`config.mk`:
```
export PLATFORM = sky130hd
export DESIGN_NAME = mux_sel_scanner_flat
export DESIGN_NICKNAME = d
export VERILOG_FILES = /design/src/rtl/mux_sel_scanner_if.sv /design/src/rtl/mux_sel_scanner.sv /design/src/flat_wrapper.sv
export SDC_FILE = /design/constraint.sdc
export NUM_CORES = 1
export LEC_CHECK = 0
export BUFFER_PORTS_ARGS = -buffer_cell sky130_fd_sc_hd__buf_2
export CAP_MARGIN = 10
export CORE_UTILIZATION = 59
export CTS_BUF_LIST = sky130_fd_sc_hd__clkbuf_16
export CTS_CLUSTER_DIAMETER = 80
export DETAILED_ROUTE_END_ITERATION = 16
export GPL_TIMING_DRIVEN = 0
export PLACE_DENSITY = 0.88
export SLEW_MARGIN = 40
export SYNTH_ARGS = -nofsm -noshare
export SYNTH_HDL_FRONTEND = slang
export SYNTH_SLANG_ARGS = --single-unit
```
`constraint.sdc`:
```
create_clock -name clk -period 4.43 [get_ports clk]
set_input_delay 0.886 -clock clk [delete_from_list [all_inputs] [get_ports clk]]
set_output_delay 0.886 -clock clk [all_outputs]
set_load 0.01 [all_outputs]
```
`src/rtl/mux_sel_scanner_if.sv`:
```
// Control, mux-select and frame-handshake bundle of the mux select scanner.
// The slave modport is the scanner side; the master modport is its environment.
interface mux_sel_scanner_if;
   logic       start;
   logic       cont;
   logic       stop;
   logic [3:0] ch_en;
   logic       sel_a;
   logic       sel_b;
   logic       mux_q;
   logic       out_valid;
   logic       out_ready;
   logic [3:0] out_word;
   logic       busy;

   modport slave (
      input  start, cont, stop, ch_en, mux_q, out_ready,
      output sel_a, sel_b, out_valid, out_word, busy
   );

   modport master (
      output start, cont, stop, ch_en, mux_q, out_ready,
      input  sel_a, sel_b, out_valid, out_word, busy
   );
endinterface

```
`src/rtl/mux_sel_scanner.sv`:
```
// Steps a 4:1 mux select through the enabled channels, samples Q after a settle
// delay, and presents the assembled 4-bit frame over a valid/ready handshake.
module mux_sel_scanner #(
   parameter int SETTLE_CYC = 1,
   parameter int CNT_W      = 4
) (
   input logic               clk,
   input logic               rst_n,
   mux_sel_scanner_if.slave  bus
);

   typedef enum logic [1:0] {
      IDLE    = 2'd0,
      SETTLE  = 2'd1,
      SAMPLE  = 2'd2,
      PRESENT = 2'd3
   } state_t;

   localparam logic [CNT_W-1:0] SETTLE_LD = CNT_W'(SETTLE_CYC);

   state_t           state_r;
   logic [1:0]       sel_r;
   logic [CNT_W-1:0] cnt_r;
   logic [3:0]       mask_r;
   logic             cont_r;
   logic             stop_pend_r;
   logic [3:0]       frame_r;
   logic             out_valid_r;
   logic [3:0]       out_word_r;
   logic             busy_r;

   logic [2:0]       start_ch_s;
   logic [2:0]       restart_ch_s;
   logic [2:0]       next_ch_s;
   logic [3:0]       sample_word_s;

   // Returns {found, index} of the lowest enabled channel at or above 'from'.
   function automatic logic [2:0] first_from(input logic [3:0] mask, input logic [2:0] from);
      logic [2:0] res;
      res = 3'b000;
      for (int i = 3; i >= 0; i--) begin
         if (i >= int'(from) && mask[i]) begin
            res = {1'b1, 2'(i)};
         end
      end
      return res;
   endfunction

   assign start_ch_s    = first_from(bus.ch_en, 3'd0);
   assign restart_ch_s  = first_from(mask_r, 3'd0);
   assign next_ch_s     = first_from(mask_r, {1'b0, sel_r} + 3'd1);
   // Each channel is sampled once per frame, so its frame bit is still clear here.
   assign sample_word_s = frame_r | ({3'b000, bus.mux_q} << sel_r);

   assign bus.sel_a     = sel_r[0];
   assign bus.sel_b     = sel_r[1];
   assign bus.out_valid = out_valid_r;
   assign bus.out_word  = out_word_r;
   assign bus.busy      = busy_r;

   // Scan sequencer with registered select, frame and handshake outputs.
   always_ff @(posedge clk or negedge rst_n) begin
      if (!rst_n) begin
         state_r     <= IDLE;
         sel_r       <= 2'b00;
         cnt_r       <= '0;
         mask_r      <= 4'b0000;
         cont_r      <= 1'b0;
         stop_pend_r <= 1'b0;
         frame_r     <= 4'b0000;
         out_valid_r <= 1'b0;
         out_word_r  <= 4'b0000;
         busy_r      <= 1'b0;
      end else begin
         if (state_r != IDLE && bus.stop) begin
            stop_pend_r <= 1'b1;
         end else begin
            stop_pend_r <= stop_pend_r;
         end

         case (state_r)
            IDLE: begin
               if (bus.start && bus.ch_en != 4'b0000) begin
                  mask_r  <= bus.ch_en;
                  cont_r  <= bus.cont;
                  frame_r <= 4'b0000;
                  sel_r   <= start_ch_s[1:0];
                  cnt_r   <= SETTLE_LD;
                  busy_r  <= 1'b1;
                  state_r <= SETTLE;
               end else begin
                  state_r <= IDLE;
               end
            end
            SETTLE: begin
               if (cnt_r == CNT_W'(1)) begin
                  state_r <= SAMPLE;
               end else begin
                  cnt_r <= cnt_r - CNT_W'(1);
               end
            end
            SAMPLE: begin
               frame_r <= sample_word_s;
               if (next_ch_s[2]) begin
                  sel_r   <= next_ch_s[1:0];
                  cnt_r   <= SETTLE_LD;
                  state_r <= SETTLE;
               end else begin
                  out_word_r  <= sample_word_s;
                  out_valid_r <= 1'b1;
                  state_r     <= PRESENT;
               end
            end
            PRESENT: begin
               if (bus.out_ready) begin
                  out_valid_r <= 1'b0;
                  // A stop arriving on the handshake edge itself still ends the scan.
                  if (cont_r && !stop_pend_r && !bus.stop) begin
                     frame_r <= 4'b0000;
                     sel_r   <= restart_ch_s[1:0];
                     cnt_r   <= SETTLE_LD;
                     state_r <= SETTLE;
                  end else begin
                     stop_pend_r <= 1'b0;
                     sel_r       <= 2'b00;
                     busy_r      <= 1'b0;
                     state_r     <= IDLE;
                  end
               end else begin
                  state_r <= PRESENT;
               end
            end
            default: begin
               state_r     <= IDLE;
               sel_r       <= 2'b00;
               out_valid_r <= 1'b0;
               busy_r      <= 1'b0;
            end
         endcase
      end
   end

endmodule
```
`src/flat_wrapper.sv`:
```
// flat-port wrapper written by rule: the top's interface ports become plain ports
module mux_sel_scanner_flat 
#(
   parameter int SETTLE_CYC = 1,
   parameter int CNT_W      = 4
)
  (clk, rst_n, bus_start, bus_cont, bus_stop, bus_ch_en, bus_mux_q, bus_out_ready, bus_sel_a, bus_sel_b, bus_out_valid, bus_out_word, bus_busy);
  mux_sel_scanner_if bus_i ();
  input logic clk;
  input logic rst_n;
  input wire logic [$bits(bus_i.start)-1:0] bus_start;
  input wire logic [$bits(bus_i.cont)-1:0] bus_cont;
  input wire logic [$bits(bus_i.stop)-1:0] bus_stop;
  input wire logic [$bits(bus_i.ch_en)-1:0] bus_ch_en;
  input wire logic [$bits(bus_i.mux_q)-1:0] bus_mux_q;
  input wire logic [$bits(bus_i.out_ready)-1:0] bus_out_ready;
  output wire logic [$bits(bus_i.sel_a)-1:0] bus_sel_a;
  output wire logic [$bits(bus_i.sel_b)-1:0] bus_sel_b;
  output wire logic [$bits(bus_i.out_valid)-1:0] bus_out_valid;
  output wire logic [$bits(bus_i.out_word)-1:0] bus_out_word;
  output wire logic [$bits(bus_i.busy)-1:0] bus_busy;
  assign bus_i.start = bus_start;
  assign bus_i.cont = bus_cont;
  assign bus_i.stop = bus_stop;
  assign bus_i.ch_en = bus_ch_en;
  assign bus_i.mux_q = bus_mux_q;
  assign bus_i.out_ready = bus_out_ready;
  assign bus_sel_a = bus_i.sel_a;
  assign bus_sel_b = bus_i.sel_b;
  assign bus_out_valid = bus_i.out_valid;
  assign bus_out_word = bus_i.out_word;
  assign bus_busy = bus_i.busy;
  mux_sel_scanner #(.SETTLE_CYC(SETTLE_CYC), .CNT_W(CNT_W)) u_core (.clk(clk), .rst_n(rst_n), .bus(bus_i));
endmodule
```
# ---- Yosys cells after proc, flatten, opt, wreduce, memory -nomap -nowiden
# Cells that the tools add are included.
# W data, S select, Z words.
dict set report classes {
  mul 0
  bitwise_logic 2
  reduce_logical 23
  div_mod_pow 0
  n_addsub 2
  n_eq_ne 12
  shift 1
  muxes 44
  n_lt_le_gt_ge 4
}
# op n
set op_table {}
lappend op_table {{$mux W4} 8}
lappend op_table {{$mux W2} 15}
lappend op_table {{$pmux W4 S4} 1}
lappend op_table {{$mux W3} 4}
lappend op_table {{$pmux W4 S3} 1}
lappend op_table {{$reduce_and A4 Y1} 3}
lappend op_table {{$mux W1} 11}
lappend op_table {{$logic_and A1 B1 Y1} 8}
lappend op_table {{$ne A2 B1 Y1 const B} 4}
lappend op_table {{$ne A2 B2 Y1 const B} 4}
lappend op_table {{$pmux W2 S4} 1}
lappend op_table {{$ge A1 B3 Y1 const A} 2}
lappend op_table {{$ge A2 B3 Y1 const A} 2}
lappend op_table {{$pmux W2 S3} 1}
lappend op_table {{$reduce_bool A2 Y1} 3}
lappend op_table {{$reduce_and A5 Y1} 1}
lappend op_table {{$eq A2 B2 Y1 const B} 2}
lappend op_table {{$eq A4 B1 Y1 const B} 1}
lappend op_table {{$or A4 B4 Y4} 1}
lappend op_table {{$pmux W1 S2} 2}
lappend op_table {{$reduce_and A2 Y1} 2}
lappend op_table {{$reduce_bool A4 Y1} 1}
lappend op_table {{$shl A1 B2 Y4} 1}
lappend op_table {{$sub A4 B1 Y4 const B} 1}
lappend op_table {{7 further kinds} 8}
dict set report totals {
  n_memories 0
  regBits 24
  latchBits 0
  out_inout_bits 8
  mem_bits_ro 0
  ram_bits 0
}

# ---- Logic depth before layout (Yosys ltp)
dict set report logic_depth {
  depth_word 9
  mapped_depth 7
  depth_no_buf 7
}

# ---- Worst setup path before layout
# Ideal clock, no wire load.
dict set report synth_timing {
  kind {input-to-reg}
  startpoint {input bus_ch_en[0]}
  endpoint {register u_core.cont_r}
  path_slack_ns 2.323
  cell_stages 4
  arrival_ns 1.983
  cell_sequence {o41ai_1 > or2_2 > buf_2 > mux2_2}
}
dict set report synth_between {
  elab_chain_cells 3
}
# element line_no
set synth_lines {}
lappend synth_lines {{start: declaration} flat_wrapper.sv:14} ;# input wire logic [$bits(bus_i.ch_en)-1:0] bus_ch_en;
lappend synth_lines {{$reduce_bool A4 Y1} mux_sel_scanner.sv:83} ;# if (bus.start && bus.ch_en != 4'b0000) begin
lappend synth_lines {{$logic_and A1 B1 Y1} mux_sel_scanner.sv:83}
lappend synth_lines {{$reduce_and A2 Y1 (no source line)} n/a}
lappend synth_lines {{end signal: assignment} mux_sel_scanner.sv:85} ;# cont_r <= bus.cont;
lappend synth_lines {{end: declaration} mux_sel_scanner.sv:25} ;# logic cont_r;
# Every way passes these cells.
# A chain may end at the register's enable or synchronous reset.

# ---- Worst setup path after layout
dict set report layout_timing {
  startpoint {input bus_ch_en[0]}
  endpoint {register u_core.cnt_r[2]}
}
dict set report layout_between {
  elab_chain_cells 4
}
# element line_no
set layout_lines {}
lappend layout_lines {{$reduce_bool A4 Y1} mux_sel_scanner.sv:83}
lappend layout_lines {{$logic_and A1 B1 Y1} mux_sel_scanner.sv:83}
lappend layout_lines {{$ne A2 B1 Y1 (no source line)} n/a}
lappend layout_lines {{$reduce_and A5 Y1 (no source line)} n/a}
lappend layout_lines {{end signal: assignment} mux_sel_scanner.sv:99} ;# cnt_r <= cnt_r - CNT_W'(1);
lappend layout_lines {{end: declaration} mux_sel_scanner.sv:23} ;# logic [CNT_W-1:0] cnt_r;
# Every way passes these cells.

==> results summary <==
The placed instances occupy a cell area of 1370 sq um. The worst setup path is captured at a flop. The achievable frequency came out at 446 MHz.

TritonCTS built the clock tree. The worst setup path is of the input pin to flop kind. The core box area came out at 1980 sq um. The register area share after synthesis came out at 48.2%. The count of buffers inserted at the top-level ports came out at 18. The top-area cell type share of the netlist area came out at 48.2%. The adder-cell share of the synthesized area is 2.01%. The full die area is 2300 sq um. In this run, synthesis produced a sequential element count of 24. The number of warnings issued by yosys is 0. Summing the areas of all compound-gate instances in the mapped netlist gives 20.2% of the synthesized area. The worst-path maximum fanout came out at 7. For met3 alone, demand over resource in global routing was 3.40%.

By area the synthesized netlist is led by sky130_fd_sc_hd__dfrtp_1, sky130_fd_sc_hd__a21oi_1, sky130_fd_sc_hd__mux2_2, sky130_fd_sc_hd__nor2_1, sky130_fd_sc_hd__nand2_1. The initial antenna violation count was 0. The setup slack after layout is 2.19 ns.

The number of post-CTS setup repair buffers came out at 0. The number of top-level pins is 19. The shortest clock period the worst path allows after layout came out at 2.24 ns. Of the total synthesized cell area, the portion taken by AND, OR, NAND and NOR gates is 21.6%.

The total nets after synthesis came out at 144. The worst reg-to-reg path cell count is 5. The worst setup path is launched from an input pin.

The remaining global-route overflow came out at 0. The area growth from synthesis to final layout is 18.4%. Setup repair after global routing left no endpoint under its margin.

The fraction of synthesized cell area in xor and xnor cells is 0%. The via count is 1067. The count of nets left with antenna violations after detail routing is 0. Setup violations remaining at the end of the flow were counted as 0.

Summed over all nets, the half-perimeter wirelength after detailed placement is 1850 um. The setup check on the worst reg-to-reg path leaves a slack of 2.45 ns. The total leakage power came out at 0.645 nW. The switching fraction of total power came out at 38.8%.

The combinational family with the most area after synthesis is simple AND/OR/NAND/NOR gates. The pre-CTS worst setup slack is 2.02 ns. The peak supply drop is 0.000483 V. At the later pin of the worst-skew pair, clock insertion delay measures 0.25 ns. The count of clock tree sinks is 24.

The die span in x came out at 48.0 um. The number of distinct library cells after synthesis came out at 34. After the first detailed-routing iteration, the DRC count stood at 23. The synthesized design spends more area on one cell type than any other, namely sky130_fd_sc_hd__dfrtp_1. In the global route stage, overall resource usage came out at 25.6%. The multiplexer area fraction after synthesis is 4.42%.

The antenna cell count came out at 0. The clock network accounts for 21.6% of the total power. Counting along the longest clock path gives a buffer depth of 2. The actual slew at the worst max-slew pin came out at 0.554 ns.

The initial utilization of the core area, before any placement, comes to 62.9%. The post-CTS resize count came out at 0. The cell sitting at the root of the clock tree is a sky130_fd_sc_hd__clkbuf_16. The floorplan has 16 rows. The sequential share of power is 34.6%. The final critical path takes up 50.6% of the cycle.

Counting every instance in the synthesized netlist gives 131. The average size of a mapped cell came out at 9.51 sq um. The worst hold path belongs to the class flop to flop. After routing the design area is 1480 sq um. The worst register-to-register path begins at u_core.sel_r[1].

The sum of negative setup slack came out at 0 ns. Global routing consumed, on the met1 layer, 33.3% of the routing resources. The hold buffer count at CTS is 0. The per-cell routed wire length is 15.0 um. The weighted congestion at the end of routability-driven global placement came out at 0.866. Across the run, the number of max-cap violations was 0.

The final number of max-transition violations came out at 0. The maximum number of pins on one net before global-route repair is 25. The global-route track usage on met2 is 41.9%.

The number of hold-slack violations in the final timing report is 0. Cell internal power was estimated by the tool at 0.000719 W. The ratio of total power to cell area came out at 797 nW/um^2. The startpoint identified for the worst hold timing path is u_core.bus.out_valid. The layer flagged by global routing as most heavily used is met2.

For hold timing, the worst endpoint is u_core.bus.out_valid. The flow ran to the end, and the final reports show no timing, DRC or antenna violations. After synthesis the cells add up to 1250 sq um. The endpoint identified for the worst register-to-register timing path is u_core.cnt_r[2]. STA puts the critical path data arrival time at 2.40 ns.

The clock slew at the register clock pins of the worst setup and hold paths is 0.06 ns. The final net count is 167. The total net switching power came out at 0.000457 W. The worst endpoint required time is 4.59 ns. Cells with a size suffix above 1 make up 22.2% of the layout. TritonCTS created 3 clock buffers. The combinational share of power came out at 43.8%. The number of iterations in the first detailed-routing pass came out at 4. The deepest level of the CTS H-tree is 1. The relative max-transition margin came out at 63.0%. The die is 48.0 um tall. After detailed routing, the number of remaining DRC violations is 0. The number of cells on the worst hold path came out at 1. The total wire length after detailed routing came out at 2710 um. The ratio of routed vias to standard cells came out at 5.93. The setup skew after layout is 0.00111 ns. The wire length of the first global-routing pass came out at 4110 um. The via count of the first global-routing pass is 973.
## metrics by stage
step,instances,total power [W],util [%],hold slack (ns)
after global routing,180,0.00126,74.4,0.496
final,180,0.00118,74.4,0.479
after floorplan,131,0.000767,-,0.450
after global placement,176,0.000879,69.1,0.456
after CTS,180,0.00117,74.4,0.482
after detailed placement,176,0.000908,69.1,0.464
## power groups by stage
stage	clock network, W	logic [W]	registers [W]
final	0.000254	0.000515	0.000407
after global routing	0.000265	0.000576	0.000419
after CTS	0.000257	0.000513	0.000405
after detailed placement	0	0.000500	0.000407
after global placement	0	0.000480	0.000399
after floorplan	0	0.000360	0.000408
## synthesized netlist by cell type
library cell                count
sky130_fd_sc_hd__nand3b_1       2
sky130_fd_sc_hd__a31oi_1        6
sky130_fd_sc_hd__nand4b_1       1
sky130_fd_sc_hd__o21ai_0        8
sky130_fd_sc_hd__nand2b_1       4
sky130_fd_sc_hd__o311ai_0       1
sky130_fd_sc_hd__buf_2          3
sky130_fd_sc_hd__inv_1          6
sky130_fd_sc_hd__o41ai_1        1
sky130_fd_sc_hd__mux2i_1        1
sky130_fd_sc_hd__a21o_1         2
sky130_fd_sc_hd__dfrtp_1       24
sky130_fd_sc_hd__nor2b_1        3
sky130_fd_sc_hd__nand3_1        5
sky130_fd_sc_hd__o2bb2ai_1      1
sky130_fd_sc_hd__nand4_1        1
sky130_fd_sc_hd__and2_1         1
sky130_fd_sc_hd__nand2_1       11
sky130_fd_sc_hd__or3_1          1
sky130_fd_sc_hd__a21oi_1       11
sky130_fd_sc_hd__o211ai_1       2
sky130_fd_sc_hd__or3b_2         1
sky130_fd_sc_hd__clkbuf_1       2
sky130_fd_sc_hd__a2111oi_0      1
sky130_fd_sc_hd__mux2_2         4
sky130_fd_sc_hd__nor3_1         3
sky130_fd_sc_hd__nor4_1         2
sky130_fd_sc_hd__o32ai_1        2
sky130_fd_sc_hd__a21o_2         1
sky130_fd_sc_hd__a2111oi_4      1
sky130_fd_sc_hd__nor3b_1        3
sky130_fd_sc_hd__or2_2          2
sky130_fd_sc_hd__ha_1           2
sky130_fd_sc_hd__nor2_1        12
## how the worst max path moves through the flow
stage                     depth (start not counted)         start         endpoint  slack [ns]
final                                             6  bus_ch_en[0]  u_core.cnt_r[2]        2.19
after global routing                              6  bus_ch_en[0]  u_core.cnt_r[2]        2.12
after CTS                                         6  bus_ch_en[0]  u_core.cnt_r[2]        2.22
after detailed placement                          6  bus_ch_en[0]  u_core.cnt_r[2]        2.02
after global placement                            5  bus_ch_en[0]    u_core.cont_r        2.05
after floorplan                                   4  bus_ch_en[0]    u_core.cont_r        2.32
## per-layer routing
| metal | routed length [um] | share of wire, % |
|---|---|---|
| met5 | 0 | 0 |
| met4 | 59 | 2.2 |
| met3 | 64 | 2.4 |
| met2 | 1400 | 52 |
| met1 | 1180 | 44 |
## cell type report
cell class,count,area [sq um]
plain buffers,5,22.5
flip-flops and latches,24,601
fillers,131,507
clock inverters,1,30.0
repair buffers,18,90.1
inverters,6,22.5
clock buffers,3,75.1
multi-input cells,96,601
well taps,27,33.8
## cells in the final DEF, fill, tap and decap left out, types with 2 or more instances in the layout
cell type and instances:
sky130_fd_sc_hd__nand2b_1 4, sky130_fd_sc_hd__ha_1 2, sky130_fd_sc_hd__nor4_1 2, sky130_fd_sc_hd__nand2_1 11, sky130_fd_sc_hd__or2_2 2, sky130_fd_sc_hd__clkbuf_16 3
sky130_fd_sc_hd__a21o_1 2, sky130_fd_sc_hd__nand3b_1 2, sky130_fd_sc_hd__nand3_1 5, sky130_fd_sc_hd__o21ai_0 8, sky130_fd_sc_hd__a21oi_1 11, sky130_fd_sc_hd__o32ai_1 2
sky130_fd_sc_hd__clkbuf_1 2, sky130_fd_sc_hd__o211ai_1 2, sky130_fd_sc_hd__a31oi_1 6, sky130_fd_sc_hd__inv_1 6, sky130_fd_sc_hd__nor2b_1 3, sky130_fd_sc_hd__nor3b_1 3
sky130_fd_sc_hd__mux2_2 4, sky130_fd_sc_hd__nor2_1 12, sky130_fd_sc_hd__dfrtp_1 24, sky130_fd_sc_hd__nor3_1 3, sky130_fd_sc_hd__buf_2 21
## cells by family after synthesis
group                    count (synthesis)
AND/OR/NAND/NOR                         52
AO/OA/AOI/OAI                           37
flip-flops                              24
buffers and inverters                   11
multiplexers                             5
adder cells (fa/ha/maj)                  2
## critical path, stage by stage
cell                       delay [ns]
sky130_fd_sc_hd__buf_2           0.12
sky130_fd_sc_hd__o41ai_1         0.56
sky130_fd_sc_hd__nand2b_1        0.24
sky130_fd_sc_hd__a21o_2          0.22
sky130_fd_sc_hd__nand4_1         0.14
sky130_fd_sc_hd__o211ai_1        0.23
## registers in the layout (all words and copies together), names as in the netlist
register,count
u_core.state_r,2
u_core.sel_r,2
u_core.mask_r,4
u_core.frame_r,4
u_core.bus.out_valid,1
u_core.bus.out_word,4
u_core.cnt_r,4
u_core.bus.busy,1
u_core.cont_r,1
u_core.stop_pend_r,1
Note: power is estimated with default switching activity, not from simulation.
